File: src/rtl/y86_instr_encoder.sv
// y86_instr_encoder: serialises one decoded Y86-64 instruction into its byte encoding,
// one byte per out_valid/out_ready handshake, with a running byte address.
module y86_instr_encoder #(
    parameter logic [63:0] BASE_ADDR = 64'h0
) (
    input  logic        clk,
    input  logic        rst,
    input  logic        in_valid,
    output logic        in_ready,
    input  logic [3:0]  icode,
    input  logic [3:0]  ifun,
    input  logic [3:0]  rA,
    input  logic [3:0]  rB,
    input  logic [63:0] valC,
    output logic        out_valid,
    input  logic        out_ready,
    output logic [7:0]  out_byte,
    output logic [63:0] out_addr,
    output logic        out_last,
    output logic        err
);
    typedef enum logic {IDLE, SEND} state_t;
    state_t state;
    logic [3:0] ic, fn, ra, rb, len, idx, vidx, in_len;
    logic [63:0] vc, vsh;
    logic has_reg;
    function automatic logic [3:0] len_of(input logic [3:0] c);
        case (c)
            4'h0, 4'h1, 4'h9:         len_of = 4'd1;
            4'h2, 4'h6, 4'hA, 4'hB:   len_of = 4'd2;
            4'h7, 4'h8:               len_of = 4'd9;
            4'h3, 4'h4, 4'h5:         len_of = 4'd10;
            default:                  len_of = 4'd0;
        endcase
    endfunction
    assign in_len    = len_of(icode);
    assign in_ready  = state == IDLE;
    assign out_valid = state == SEND;
    assign out_last  = out_valid && idx == len - 4'd1;
    assign has_reg   = len == 4'd2 || len == 4'd10;
    // valC bytes start right after b0, or after the register byte when one exists
    assign vidx      = idx - (has_reg ? 4'd2 : 4'd1);
    always_comb begin
        vsh      = vc >> {vidx, 3'b000};
        out_byte = state == IDLE ? 8'h00 : idx == 4'd0 ? {ic, fn} : (has_reg && idx == 4'd1) ? {ra, rb} : vsh[7:0];
    end
    always_ff @(posedge clk or posedge rst) begin
        if (rst) begin
            state    <= IDLE;
            out_addr <= BASE_ADDR;
            err      <= 1'b0;
            ic       <= 4'h0;
            fn       <= 4'h0;
            ra       <= 4'h0;
            rb       <= 4'h0;
            vc       <= 64'h0;
            len      <= 4'h0;
            idx      <= 4'h0;
        end else begin
            err <= 1'b0;
            if (state == IDLE) begin
                if (in_valid) begin
                    if (in_len == 4'd0) begin
                        err <= 1'b1;
                    end else begin
                        state <= SEND;
                        ic    <= icode;
                        fn    <= ifun;
                        ra    <= icode == 4'h3 ? 4'hF : rA;
                        rb    <= (icode == 4'hA || icode == 4'hB) ? 4'hF : rB;
                        vc    <= valC;
                        len   <= in_len;
                        idx   <= 4'h0;
                    end
                end
            end else if (out_ready) begin
                out_addr <= out_addr + 64'd1;
                idx      <= idx + 4'd1;
                if (out_last) state <= IDLE;
            end
        end
    end
endmodule

File: config.mk
export PLATFORM = sky130hd
export DESIGN_NAME = y86_instr_encoder
export DESIGN_NICKNAME = d
export VERILOG_FILES = /design/src/rtl/y86_instr_encoder.sv
export SDC_FILE = /design/constraint.sdc
export NUM_CORES = 1
export LEC_CHECK = 0
export ABC_AREA = 1
export BUFFER_PORTS_ARGS = -buffer_cell sky130_fd_sc_hd__buf_4
export CORE_MARGIN = 8
export CORE_UTILIZATION = 51
export DETAILED_ROUTE_END_ITERATION = 8
export GPL_TIMING_DRIVEN = 0
export PLACE_DENSITY = 0.78
export SYNTH_ARGS = -nofsm -noshare
export SYNTH_HDL_FRONTEND = slang
export SYNTH_SLANG_ARGS = --single-unit
File: constraint.sdc
create_clock -name clk -period 4.5 [get_ports clk]
set_input_delay 0.45 -clock clk [delete_from_list [all_inputs] [get_ports clk]]
set_output_delay 0.45 -clock clk [all_outputs]
set_load 0.01 [all_outputs]
### After elaboration in Yosys (flattened, before gate mapping)

Memories as Yosys holds them, arrays and structs flattened.
Cells that the tools add are included.

| operators by class | value |
|---|---|
| order comparisons | 0 |
| add/subtract/negate cells | 4 |
| bitwise operators | 2 |
| shift-type cells | 1 |
| eq/ne operators | 9 |
| multiply operators | 0 |
| reductions and logical operators | 10 |
| multiplexer cells | 18 |
| div/mod/pow operators | 0 |

Operator list:

| kind | number |
|---|---|
| $add A64 B1 Y64 const B | 1 |
| $shr A64 B7 Y8 | 1 |
| $mux W4 | 6 |
| $mux W8 | 3 |
| $eq A4 B4 Y1 const B | 3 |
| $eq A4 B2 Y1 const B | 2 |
| $logic_not A4 Y1 | 2 |
| $mux W1 | 8 |
| $reduce_and A3 Y1 | 2 |
| $add A4 B1 Y4 const B | 1 |
| $eq A4 B1 Y1 const B | 1 |
| $eq A4 B4 Y1 | 1 |
| $ne A2 B2 Y1 const B | 2 |
| $sub A4 B1 Y4 const B | 1 |
| $sub A4 B2 Y4 | 1 |
| $logic_and A1 B1 Y1 | 2 |
| $logic_or A1 B1 Y1 | 2 |
| $mux W2 | 1 |
| $not A1 Y1 | 2 |
| $reduce_and A2 Y1 | 1 |
| $reduce_bool A2 Y1 | 1 |

| word-level totals | value |
|---|---|
| word-level logic and storage cells | 55 |
| bits in registers | 154 |
| output and inout bits | 76 |
| memories | 1 |
| bits in read-only memories | 48 |
| memory bits (writable) | 0 |
| latch bits | 0 |
| input port bits | 84 |

Memories:

| memory | depth | bits a word | read ports | clocked after memory_dff | write ports | line | source |
|---|---|---|---|---|---|---|---|
| (no name shown) | 16 | 3 | 1 | 0 | 0 | 28 | `case (c)` |

### Longest topological paths before layout

| depth | value |
|---|---|
| depth after elaboration | 8 |
| gate-level depth with buffers | 14 |
| depth with buffers taken out | 12 |

### Least setup slack after synthesis

Ideal clock, no wire load.

| timing | value |
|---|---|
| kind | register to output |
| start | reg len[0] |
| end | out out_byte[0] |
| data arrival time | 2,107 ps |
| buffers on the path | 2 |
| required time | 4,050 ps |
| path slack | 1,943 ps |
| stages on the path, launching flop included | 15 |
| cell sequence | dfrtp_1 -> inv_1 -> ha_1 -> inv_1 -> ha_1 -> inv_1 -> ha_1 -> buf_2 -> inv_1 -> clkbuf_1 -> nor2_1 -> o21ai_0 -> nand4_1 -> nand3_1 -> a21oi_1 |

| on the way | value |
|---|---|
| cells in the longest elaborated chain, start to end | 8 |
| elaborated cells on any way between the ends | 10 |
| those cells by class | add/sub: 1; eq/ne: 2; shift: 1; mux: 4; reduce/logical: 2 |

Ends and longest elaborated chain:

| item | line | source |
|---|---|---|
| from (decl) | 24 | `logic [3:0] ic, fn, ra, rb, len, idx, vidx, in_len;` |
| from (signal assigned) | 72 | `len <= in_len;` |
| $eq A4 B2 Y1 / $eq A4 B4 Y1 (equally long branches) | 40 | `assign has_reg = len == 4'd2 \|\| len == 4'd10;` |
| $logic_or A1 B1 Y1 * | 40 |  |
| $mux W2 | 42 | `assign vidx = idx - (has_reg ? 4'd2 : 4'd1);` |
| $sub A4 B2 Y4 | 42 |  |
| $shr A64 B7 Y8 | 44 | `vsh = vc >> {vidx, 3'b000};` |
| $mux W8 * (3 in a row) | 45 | `out_byte = state == IDLE ? 8'h00 : idx == 4'd0 ? {ic, fn} : (has_reg && idx == 4'd1) ? {ra, rb} : vsh[7:0];` |
| to (decl) | 17 | `output logic [7:0] out_byte,` |

Mark *: on every way between the ends. The rest lies on a longest branch, timed or not.

### Worst setup path after layout

| timing | value |
|---|---|
| start | reg len[0] |
| end | out out_byte[2] |

Same word-level chain as after synthesis.

==> results.json <==
{
  "status": "finished clean",
  "rsz0062_at_grt": "no",
  "p_clk_share_pct": 25.3,
  "core_area_um2": 15800,
  "drt_iter0_markers": 406,
  "io_buffers": 159,
  "rows": 46,
  "postSynthCellCount": 1105,
  "grt_overflow": 0,
  "cts_resized": 0,
  "place_hpwl_um": 18100,
  "critPathKind": "reg -> out",
  "ys_types": 34,
  "grt_util_met1_pct": 28.7,
  "nFillCells": 1413,
  "hold_viol": 0,
  "gp_congestion": 0.914,
  "holdWs_ns": 0.195,
  "ir_worst_vdd_uv": 327,
  "antenna-diode-count": 0,
  "slew_headroom_pct": 39.9,
  "yosys_register_bits": 153,
  "area.growth.synth_to_final_pct": 26.4,
  "cts_buffer_depth": 2,
  "p_seq_share_pct": 33.1,
  "die_width_um": 143,
  "clock_latency_ns": 0.43,
  "tns_ns": 0,
  "power_frac_comb_pct": 41.6,
  "syn_area_per_cell_um2": 7.45,
  "grt_first_pass_wirelength_um": 38200,
  "met3_usage_pct": 5.98,
  "place_ws_ns": 1.30,
  "die-area_um2": 20500,
  "synth_ff_type": "dfrtp_1",
  "firstDrtPassIters": 5,
  "cts-root-buf": "clkbuf_16",
  "mostFrequentLayoutCell": "nand2_1",
  "cap_violations": 0,
  "layout_common_cells": "441 x nand2_1, 160 x buf_4, 153 x dfrtp_1",
  "start_kind": "flop",
  "cts.sink_count": 153,
  "finalCritPeriodShare_pct": 82.2,
  "p_int_mw": 3.69,
  "num_vias": 7803,
  "routedWlPerCell_um": 15.5,
  "layout-drive-gt1-share_pct": 18.5,
  "clock.fmax_mhz": 270,
  "ios": 160,
  "seq_area_frac_synth_pct": 46.5,
  "hp-class": "in -> async",
  "cts_hold_buffers": 0,
  "grt_max_degree": 42,
  "slew_viol_final": 0,
  "postCtsSetupBuffers": 0,
  "reg2reg_setup_slack_ns": 2.57,
  "cts_tree": "yes",
  "use_met2_pct": 40.3,
  "setup_ws_ns": 0.801,
  "r2r-end": "vc[2]",
  "reg2reg_depth": 9,
  "die_y_um": 143,
  "drc": 0,
  "reg2reg_from": "out_valid",
  "antenna_found_initial": 0,
  "synth_area_um2": 8230,
  "via_per_inst": 5.15,
  "track_usage_pct": 23.8,
  "grt_pass1_vias": 7741,
  "path_clk_slew_ns": 0.06,
  "finalCriticalPeriod_ns": 3.70,
  "cellLeakagePower_nw": 5.42,
  "end_kind": "output pin",
  "synthArstFlopShare_pct": 100,
  "busiest_layer": "met2",
  "cts_inserted_buffers": 17,
  "wl_um": 23500,
  "setup_violations": 0,
  "synth-edff-count": 0,
  "p_total_mw": 6.16,
  "cp_data_arrival_time_ns": 3.25,
  "skew_ns": 0.00646,
  "cp_max_fo": 10,
  "yosysWarnings": 0,
  "nNetsFinal": 1379,
  "power_density_nw_per_um2": 592,
  "p_switching_mw": 2.47,
  "htreeDepth": 4,
  "critPathRequiredTime_ns": 4.05,
  "ant_nets": 0,
  "sw_frac_of_total_pct": 40.1,
  "tightest_slew_ns": 0.899,
  "syn_nets": 1198,
  "initial_utilization_pct": 52.0
}
==> metrics by stage <==
| stage | cell area [um^2] | cells | utilization [%] |
|---|---|---|---|
| final | 10400 | 1515 | 65.7 |
| after CTS | 10400 | 1515 | 65.7 |
| after global routing | 10400 | 1515 | 65.7 |
| after floorplan | 8230 | 1105 | - |
| after detailed placement | 9760 | 1483 | 61.6 |
| after global placement | 9700 | 1480 | 61.3 |
==> final cells by class <==
| type | count | area [um^2] | area share [%] |
|---|---|---|---|
| multi-input combinational | 819 | 3860 | 37.1 |
| sequential | 153 | 3830 | 36.8 |
| timing repair buffer | 162 | 1250 | 12.1 |
| clock buffer | 19 | 453 | 4.35 |
| inverter | 103 | 392 | 3.76 |
| tap | 216 | 270 | 2.60 |
| clock inverter | 13 | 194 | 1.86 |
| buffer | 30 | 151 | 1.46 |
==> flip-flops by register name (all words and copies together) (netlist names) <==
| name | count |
|---|---|
| idx | 4 |
| len | 3 |
| ra | 4 |
| err | 1 |
| out_valid | 1 |
| ic | 4 |
| rb | 4 |
| vc | 64 |
| fn | 4 |
| out_addr | 64 |
==> logic make-up (layout without fill, tap and decap cells) <==
| logic type | count (synthesis) | count (layout) | synth area share, % |
|---|---|---|---|
| simple gates | 696 | 696 | 36.3 |
| flops | 153 | 153 | 46.5 |
| buf+inv | 133 | 327 | 6.55 |
| compound gates | 69 | 69 | 4.47 |
| xor+xnor | 45 | 45 | 4.79 |
| fa+ha+maj | 9 | 9 | 1.37 |
==> synth_stat cells (2+ instances only) <==
master	n	area share [%]
a21oi_1	23	1.4
a31oi_1	8	0.61
buf_2	16	0.97
buf_6	2	0.27
clkbuf_1	11	0.50
dfrtp_1	153	47
ha_1	9	1.4
inv_1	101	4.6
nand2_1	441	20
nand2_2	2	0.15
nand2_4	3	0.41
nand3_1	53	3.2
nand3_2	2	0.24
nand3_4	2	0.43
nand3b_1	5	0.46
nand4_1	31	2.4
nor2_1	124	5.7
nor2_2	3	0.23
nor2_4	9	1.2
nor3_1	13	0.79
nor3b_1	2	0.18
nor4_1	2	0.15
o211ai_1	2	0.18
o21ai_0	33	2.0
o21bai_1	3	0.27
xnor2_1	27	2.9
xor2_1	18	1.9
==> per-layer routing <==
layer | wire [um] | vias to the layer above | part of all wire, %
met4 | 551 | 0 | 2.3
met5 | 0 | - | 0
met1 | 9680 | 3638 | 41
li1 | - | 3818 | -
met3 | 1720 | 46 | 7.3
met2 | 11600 | 301 | 49
==> how the worst max path moves through the flow <==
stage | cells after the start | slack, ns | startpoint | to
after floorplan | 14 | 1.94 | len[0] | out_byte[0]
after global placement | 2 | 1.12 | rst | vc[24]
after detailed placement | 13 | 1.30 | len[0] | out_byte[5]
after CTS | 13 | 0.85 | len[0] | out_byte[5]
after global routing | 13 | 0.58 | len[0] | out_byte[7]
final | 13 | 0.80 | len[0] | out_byte[2]
==> power groups by stage <==
stage                     combinational, mW  sequential (mW)  clock [mW]
after CTS                              2.57             2.03        1.58
after global placement                 2.50             2.05           0
after global routing                   2.90             2.09        1.65
after detailed placement               2.55             2.05           0
after floorplan                        1.68             1.99           0
final                                  2.56             2.04        1.56
==> worst max-delay path: stages (launching register included) <==
cell      delay, ns
dfrtp_1        0.38
inv_1          0.14
ha_1           0.22
inv_1          0.05
ha_1           0.27
clkbuf_1       0.32
clkbuf_1       0.41
nand2_1        0.11
nand3_1        0.11
nand2_1        0.09
a21oi_1        0.19
nand3_1        0.09
a21oi_1        0.25
buf_4          0.18
(Power assumes the default switching activity.)
